--- src/rtl/ift_sram_init_pkg.sv ---
// Shared types for the taint-aware SRAM initiator.
// Response entry layout, FIFO depth and a control-taint helper.
package ift_sram_init_pkg;

  localparam int unsigned RspWidth  = 64;
  localparam int unsigned FifoDepth = 2;

  typedef struct packed {
    logic                write;
    logic [RspWidth-1:0] rdata;
    logic [RspWidth-1:0] rdata_taint;
  } rsp_entry_t;

  // Any taint on valid, write or address makes the whole response suspect
  function automatic logic ctrl_taint(
    input logic valid_t,
    input logic write_t,
    input logic addr_t_any
  );
    return valid_t | write_t | addr_t_any;
  endfunction

endpackage

--- src/rtl/ift_sram_rsp_fifo.sv ---
// Two-entry response FIFO with simultaneous push/pop at any fill level.
// Head reads as zero when empty.
import ift_sram_init_pkg::*;

module ift_sram_rsp_fifo #(
  parameter type T = rsp_entry_t
) (
  input  logic       clk_i,
  input  logic       rst_i,
  input  logic       push_i,
  input  T           push_data_i,
  input  logic       pop_i,
  output logic       valid_o,
  output logic [1:0] count_o,
  output T           head_o
);

  T           r_mem [FifoDepth];
  logic       r_wptr;
  logic       r_rptr;
  logic [1:0] r_count;
  logic       w_full;

  assign w_full  = (r_count == 2'd2);
  assign valid_o = (r_count != 2'd0);
  assign count_o = r_count;
  assign head_o  = valid_o ? r_mem[r_rptr] : '0;

  // Storage: a push when full overwrites the slot being popped this cycle
  always_ff @(posedge clk_i) begin
    if (push_i) r_mem[r_wptr] <= push_data_i;
  end

  // Pointers and occupancy
  always_ff @(posedge clk_i) begin
    if (rst_i) begin
      r_wptr  <= 1'b0;
      r_rptr  <= 1'b0;
      r_count <= 2'd0;
    end else begin
      if (push_i) r_wptr <= ~r_wptr;
      if (pop_i)  r_rptr <= ~r_rptr;
      if (push_i && !pop_i)      r_count <= r_count + 2'd1;
      else if (!push_i && pop_i) r_count <= r_count - 2'd1;
    end
  end

  a_no_overflow: assert property (
    @(posedge clk_i) disable iff (rst_i)
    !(push_i && w_full && !pop_i)
  );

endmodule

--- src/rtl/ift_sram_initiator.sv ---
// Taint-aware valid/ready requester for a single-port taint SRAM.
// Macro IFT_SRAM_INIT_STICKY_TAINT_EN enables the sticky taint flag.
import ift_sram_init_pkg::*;

module ift_sram_initiator #(
  parameter int unsigned Width     = 64,
  parameter int unsigned Aw        = 8,
  parameter int unsigned NumTaints = 1
) (
  input  logic               clk_i,
  input  logic               rst_i,
  input  logic               req_valid_i,
  input  logic               req_valid_i_taint,
  output logic               req_ready_o,
  input  logic               req_write_i,
  input  logic               req_write_i_taint,
  input  logic [Aw-1:0]      req_addr_i,
  input  logic [Aw-1:0]      req_addr_i_taint,
  input  logic [Width-1:0]   req_wdata_i,
  input  logic [Width-1:0]   req_wdata_i_taint,
  input  logic [Width/8-1:0] req_wmask_i,
  input  logic [Width/8-1:0] req_wmask_i_taint,
  output logic               sram_req_o,
  output logic               sram_req_o_taint,
  output logic               sram_write_o,
  output logic               sram_write_o_taint,
  output logic [Aw-1:0]      sram_addr_o,
  output logic [Aw-1:0]      sram_addr_o_taint,
  output logic [Width-1:0]   sram_wdata_o,
  output logic [Width-1:0]   sram_wdata_o_taint,
  output logic [Width/8-1:0] sram_wmask_o,
  output logic [Width/8-1:0] sram_wmask_o_taint,
  input  logic [Width-1:0]   sram_rdata_i,
  input  logic [Width-1:0]   sram_rdata_i_taint,
  output logic               rsp_valid_o,
  input  logic               rsp_ready_i,
  output logic               rsp_write_o,
  output logic [Width-1:0]   rsp_rdata_o,
  output logic [Width-1:0]   rsp_rdata_o_taint
);

  localparam int unsigned Mw = Width / 8;

  typedef struct packed {
    logic             write;
    logic [Width-1:0] rdata;
    logic [Width-1:0] rdata_taint;
  } entry_t;

  if (NumTaints != 1) begin : g_bad_taints
    $error("ift_sram_initiator supports NumTaints == 1 only");
  end
  if (Width % 8 != 0) begin : g_bad_width
    $error("ift_sram_initiator needs Width to be a multiple of 8");
  end

  logic       r_inflight;
  logic       r_wr;
  logic       r_ctrl_t;
  logic       w_sticky;
  logic       w_en;
  logic       w_pop;
  logic       w_push;
  logic       w_issue;
  logic       w_valid;
  logic       w_addr_t;
  logic [1:0] w_count;
  logic [2:0] w_occ;
  entry_t     w_head;
  entry_t     w_rsp;
  entry_t     w_new;

  assign w_en     = ~rst_i;
  assign w_addr_t = |req_addr_i_taint;

  assign w_rsp       = w_en ? w_head : '0;
  assign rsp_valid_o = w_valid & w_en;
  assign rsp_write_o = w_rsp.write;
  assign rsp_rdata_o = w_rsp.rdata;
  assign rsp_rdata_o_taint = w_rsp.rdata_taint;

  assign w_pop = rsp_valid_o & rsp_ready_i;
  // Credits: everything outstanding must fit in the two FIFO slots
  assign w_occ = {1'b0, w_count} + {2'b00, r_inflight} - {2'b00, w_pop};
  assign req_ready_o = w_en & (w_occ < 3'd2);
  assign w_issue = req_valid_i & req_ready_o;

  assign sram_req_o         = w_issue;
  assign sram_write_o       = req_write_i & w_en;
  assign sram_addr_o        = req_addr_i & {Aw{w_en}};
  assign sram_wdata_o       = req_wdata_i & {Width{w_en}};
  assign sram_wmask_o       = req_wmask_i & {Mw{w_en}};
  assign sram_req_o_taint   = req_valid_i_taint & w_en;
  assign sram_write_o_taint = req_write_i_taint & w_en;
  assign sram_addr_o_taint  = req_addr_i_taint & {Aw{w_en}};
  assign sram_wdata_o_taint = req_wdata_i_taint & {Width{w_en}};
  assign sram_wmask_o_taint = req_wmask_i_taint & {Mw{w_en}};

  // Track the request whose read data arrives next cycle
  always_ff @(posedge clk_i) begin
    if (rst_i) begin
      r_inflight <= 1'b0;
      r_wr       <= 1'b0;
      r_ctrl_t   <= 1'b0;
    end else if (w_issue) begin
      r_inflight <= 1'b1;
      r_wr       <= req_write_i;
      r_ctrl_t   <= ctrl_taint(req_valid_i_taint,
                               req_write_i_taint, w_addr_t);
    end else begin
      r_inflight <= 1'b0;
    end
  end

`ifdef IFT_SRAM_INIT_STICKY_TAINT_EN
  logic r_sticky;

  // A tainted-address write may have hit any word; distrust all later data
  always_ff @(posedge clk_i) begin
    if (rst_i) begin
      r_sticky <= 1'b0;
    end else if (w_issue && req_write_i && w_addr_t &&
                 ((|(req_wmask_i | req_wmask_i_taint)) ||
                  req_write_i_taint)) begin
      r_sticky <= 1'b1;
    end
  end
  assign w_sticky = r_sticky;
`else
  assign w_sticky = 1'b0;
`endif

  assign w_push = r_inflight & w_en;
  assign w_new.write = r_wr;
  assign w_new.rdata = r_wr ? '0 : sram_rdata_i;
  assign w_new.rdata_taint = (r_wr ? '0 : sram_rdata_i_taint) |
                             {Width{r_ctrl_t | w_sticky}};

  ift_sram_rsp_fifo #(
    .T (entry_t)
  ) u_fifo (
    .clk_i       (clk_i),
    .rst_i       (rst_i),
    .push_i      (w_push),
    .push_data_i (w_new),
    .pop_i       (w_pop),
    .valid_o     (w_valid),
    .count_o     (w_count),
    .head_o      (w_head)
  );

endmodule

--- config.mk ---
export PLATFORM = sky130hd
export DESIGN_NAME = ift_sram_initiator
export DESIGN_NICKNAME = d
export VERILOG_FILES = /design/src/rtl/ift_sram_init_pkg.sv /design/src/rtl/ift_sram_rsp_fifo.sv /design/src/rtl/ift_sram_initiator.sv
export SDC_FILE = /design/constraint.sdc
export NUM_CORES = 1
export LEC_CHECK = 0
export BUFFER_PORTS_ARGS = -buffer_cell sky130_fd_sc_hd__buf_4
export CAP_MARGIN = 0
export CORE_AREA = 10 10 220 222
export DETAILED_ROUTE_END_ITERATION = 16
export DIE_AREA = 0 0 230 232
export GPL_ROUTABILITY_DRIVEN = 1
export PLACE_DENSITY_LB_ADDON = 0.2
export REMOVE_ABC_BUFFERS = 1
export SETUP_SLACK_MARGIN = 0.5
export SLEW_MARGIN = 20
export SYNTH_ARGS = -nofsm -noshare
export SYNTH_HDL_FRONTEND = slang
export SYNTH_SLANG_ARGS = --single-unit
--- constraint.sdc ---
create_clock -name clk_i -period 13.7 [get_ports clk_i]
set_input_delay 0 -clock clk_i [delete_from_list [all_inputs] [get_ports clk_i]]
set_output_delay 0 -clock clk_i [all_outputs]
set_load 0.005 [all_outputs]
==> out/metrics.json <==
{
  "cts_max_path_buffers": {"value": 3},
  "setup-tns-final": {"value": 0, "unit": "ps"},
  "ffs_w_async_s_r_synth": {"value": 0, "unit": "%"},
  "pin_count_of_the_biggest_net_entering_global_routing": {"value": 89},
  "critical_path.top_delay_family": {"value": "buffers and inverters"},
  "finish.net_count": {"value": 1919},
  "max_slew.worst_pin.slew": {"value": 1010, "unit": "ps"},
  "numPortBuffers": {"value": 589},
  "globalRouteTotalUtil": {"value": 19.9, "unit": "%"},
  "first_pass_iters": {"value": 5},
  "cts-buffers-inserted": {"value": 28},
  "clk_latency": {"value": 550, "unit": "ps"},
  "final-instance-count-excl-fill": {"value": 2238},
  "drive_above_1_share": {"value": 39.7, "unit": "%"},
  "power.switching": {"value": 0.000664, "unit": "W"},
  "cts-htree-levels": {"value": 1},
  "overflow": {"value": 0},
  "synthesis.area_per_instance": {"value": 13.2, "unit": "um2"},
  "crit_required": {"value": 14180, "unit": "ps"},
  "syn_to_final_growth": {"value": 59.0, "unit": "%"},
  "overall_power": {"value": 0.00243, "unit": "W"},
  "drv.max_cap_violation_count": {"value": 0},
  "route.detailed.vias_per_inst": {"value": 4.32},
  "fp.dieH": {"value": 232, "unit": "um"},
  "cp.arrival": {"value": 3680, "unit": "ps"},
  "drt-initial-drc-count": {"value": 529},
  "timing.critical_path.to_type": {"value": "register"},
  "sequential_to_total_area_share_from_yosys_stat": {"value": 64.6, "unit": "%"},
  "postRouteWirelength": {"value": 55700, "unit": "um"},
  "pwr-share-clk": {"value": 31.8, "unit": "%"},
  "power.sequential.fraction": {"value": 42.8, "unit": "%"},
  "status": {"value": "finished clean"},
  "synth_cells": {"value": 924},
  "synth_enable_flop_cells": {"value": 258},
  "holdCritPathClass": {"value": "in2reg"},
  "power.internal": {"value": 0.00177, "unit": "W"},
  "initial_utilization": {"value": 27.9, "unit": "%"},
  "globalplace.congestion": {"value": 0.934},
  "power_density": {"value": 125, "unit": "nW/um2"},
  "most-common-layout-cells": {"value": "buf_4 (599), edfxtp_1 (258), nor2b_1 (228), dlygate4sd3_1 (138), nor2_1 (132)"},
  "first_global_vias": {"value": 10600},
  "layout_commonest_cell": {"value": "buf_4"},
  "routed-via-count": {"value": 9665},
  "cpMostUsedCell": {"value": "dlygate4sd3_1"},
  "core_region": {"value": 43900, "unit": "um2"},
  "cts_hold_buffers": {"value": 138},
  "fillCellCount": {"value": 4187},
  "post-dp-hpwl": {"value": 43100, "unit": "um"},
  "regArea": {"value": 7920, "unit": "um2"},
  "final_util": {"value": 44.3, "unit": "%"},
  "sw_frac_of_total": {"value": 27.3, "unit": "%"},
  "slew_headroom": {"value": 32.9, "unit": "%"},
  "leakage_power_total": {"value": 7.94, "unit": "nW"},
  "global_route_wire_length_before_repair": {"value": 77700, "unit": "um"},
  "cts_num_sinks": {"value": 266},
  "hold_viol": {"value": 0},
  "cts-root-buf": {"value": "clkbuf_16"},
  "timing.clock.skew": {"value": 14.2, "unit": "ps"},
  "critPathSlowestCell": {"value": "dlygate4sd3_1"},
  "fin_hold_ws": {"value": 282, "unit": "ps"},
  "yosysWarnings": {"value": 0},
  "timing_worst_setup_path_type": {"value": "reg2reg"},
  "cts-resized-gates": {"value": 0},
  "grt_antenna_before_repair": {"value": 7},
  "placementRows": {"value": 77},
  "fp.dieW": {"value": 230, "unit": "um"},
  "post_cts_setup_repair_buffer_count": {"value": 0},
  "io_pins": {"value": 590},
  "top_flip_flop_cell_by_instance_count_after_synthesis": {"value": "edfxtp_1"},
  "tritoncts": {"value": "done"},
  "yosys.area.top_type": {"value": "edfxtp_1"},
  "placed_cells_incl_taps": {"value": 2046},
  "final.min_clock_period": {"value": 3200, "unit": "ps"},
  "multi_input_area": {"value": 3950, "unit": "um2"},
  "final-setup-viol-count": {"value": 0},
  "critical_path_buf_inv_count": {"value": 2},
  "critical-path-max-stage-delay": {"value": 570, "unit": "ps"},
  "ys_seq_elements": {"value": 266},
  "fmax": {"value": 0.313, "unit": "GHz"},
  "drt_drc_violations_left": {"value": 0},
  "path_cells": {"value": "o21bai_4 -> nor3_1 -> o21ai_0 -> fa_1 -> xnor2_1 -> nand4_1 -> dlygate4sd3_1 -> a21oi_1 -> dlygate4sd3_1"},
  "grt_setup_unrepaired": {"value": "false"},
  "die_area": {"value": 53400, "unit": "um2"},
  "timing.critical_path.from_type": {"value": "register"},
  "yosys-top-cells-area": {"value": "edfxtp_1 (63%), nor2b_1 (12%), mux2i_1 (11%)"},
  "fin_crit_sh": {"value": 23.3, "unit": "%"},
  "comb_power_share": {"value": 25.4, "unit": "%"},
  "final_antenna_net_count": {"value": 0},
  "worst-path-max-fanout": {"value": 5},
  "finalMaxSlewViolations": {"value": 0},
  "synthDistinctLibCells": {"value": 33},
  "synth.top_cell.area_share": {"value": 63.3, "unit": "%"},
  "ir_worst_vdd": {"value": 0.0725, "unit": "mV"},
  "path_clk_slew": {"value": 60, "unit": "ps"},
  "detail_route.wl_per_cell": {"value": 24.9, "unit": "um"},
  "combined_area_of_all_synthesized_cells": {"value": 12200, "unit": "um2"}
}
-- final timing paths --
| path | startpoint | to | slack, ps | cells past startpoint |
|---|---|---|---|---|
| worst min-delay path | rst_i | u_fifo.r_rptr$_SDFFE_PP0P_ | 280 | 3 |
| worst max register to register | u_fifo.count_o[1]$_SDFFE_PP0P_ | r_wr$_SDFFE_PP0P_ | 10500 | 9 |
| worst max-delay path | u_fifo.count_o[1]$_SDFFE_PP0P_ | r_wr$_SDFFE_PP0P_ | 10500 | 9 |
| worst min register to register | u_fifo.r_rptr$_SDFFE_PP0P_ | u_fifo.r_rptr$_SDFFE_PP0P_ | 530 | 2 |
-- cell usage after synthesis (3+ instances only) --
master    instances
a21o_1           64
a21oi_1           4
buf_1             5
buf_2            13
buf_4            22
clkbuf_1         27
dfxtp_1           8
edfxtp_1        258
inv_1             3
mux2i_1         129
nor2_1          132
nor2b_1         229
o21ai_0           3
-- state kept, by name (all words and copies together), names as in the netlist, named ones only --
signal	flops
u_fifo.count_o	2
u_fifo.r_rptr	1
r_ctrl_t	1
r_wr	1
r_inflight	1
u_fifo.r_wptr	1
u_fifo.r_mem	258
-- worst reg2reg max path, cell delays in order, from the launching register on --
cell           delay, ps
dfxtp_1              480
o21bai_4             100
nor3_1               250
o21ai_0              180
fa_1                 420
xnor2_1              330
nand4_1              130
dlygate4sd3_1        570
a21oi_1              110
dlygate4sd3_1        560
-- per-stage QoR --
stage | area, um2 | worst slack (ps)
2_1_floorplan | 11900 | 6870
3_3_place_gp | 17100 | 10860
3_5_place_dp | 17100 | 10870
4_1_cts | 19400 | 10510
5_1_grt | 19500 | 10280
6_report | 19500 | 10500
-- area by class of cell --
cell class	instances	share of cell area, %
well taps	592	3.81
inverters	3	0.0579
flip-flops and latches	266	40.7
clock buffers	31	3.66
repair buffers	738	30.3
clock inverters	19	1.17
diodes	4	0.0514
multi-input cells	585	20.3
-- power groups by stage --
stage          clock, W  combinational [W]  sequential [W]
6_report       0.000772           0.000617         0.00104
5_1_grt        0.000827           0.000674         0.00105
4_1_cts        0.000796           0.000633         0.00104
3_5_place_dp          0           0.000594         0.00106
3_3_place_gp          0           0.000586         0.00106
2_1_floorplan         0           0.000266         0.00108
-- routing by layer --
| metal | global-route usage [%] | vias up | part of all wire [%] |
|---|---|---|---|
| li1 | - | 4635 | - |
| met1 | 22.4 | 4615 | 39 |
| met2 | 35.6 | 357 | 51 |
| met3 | 7.10 | 54 | 8.0 |
| met4 | 4.38 | 4 | 2.1 |
| met5 | 0 | - | 0.041 |
-- cell families (layout without fill, tap and decap cells) --
| group | after synthesis | count (layout) | synth area share [%] |
|---|---|---|---|
| flip-flops | 266 | 266 | 64.6 |
| adder cells (fa/ha/maj) | 2 | 2 | 0.266 |
| AND/OR/NAND/NOR | 374 | 374 | 16.4 |
| multiplexers | 129 | 129 | 10.6 |
| other | 0 | 4 | 0 |
| XOR/XNOR | 4 | 4 | 0.286 |
| buffers and inverters | 73 | 791 | 3.18 |
| AO/OA/AOI/OAI | 76 | 76 | 4.65 |
(Power assumes the default switching activity.)
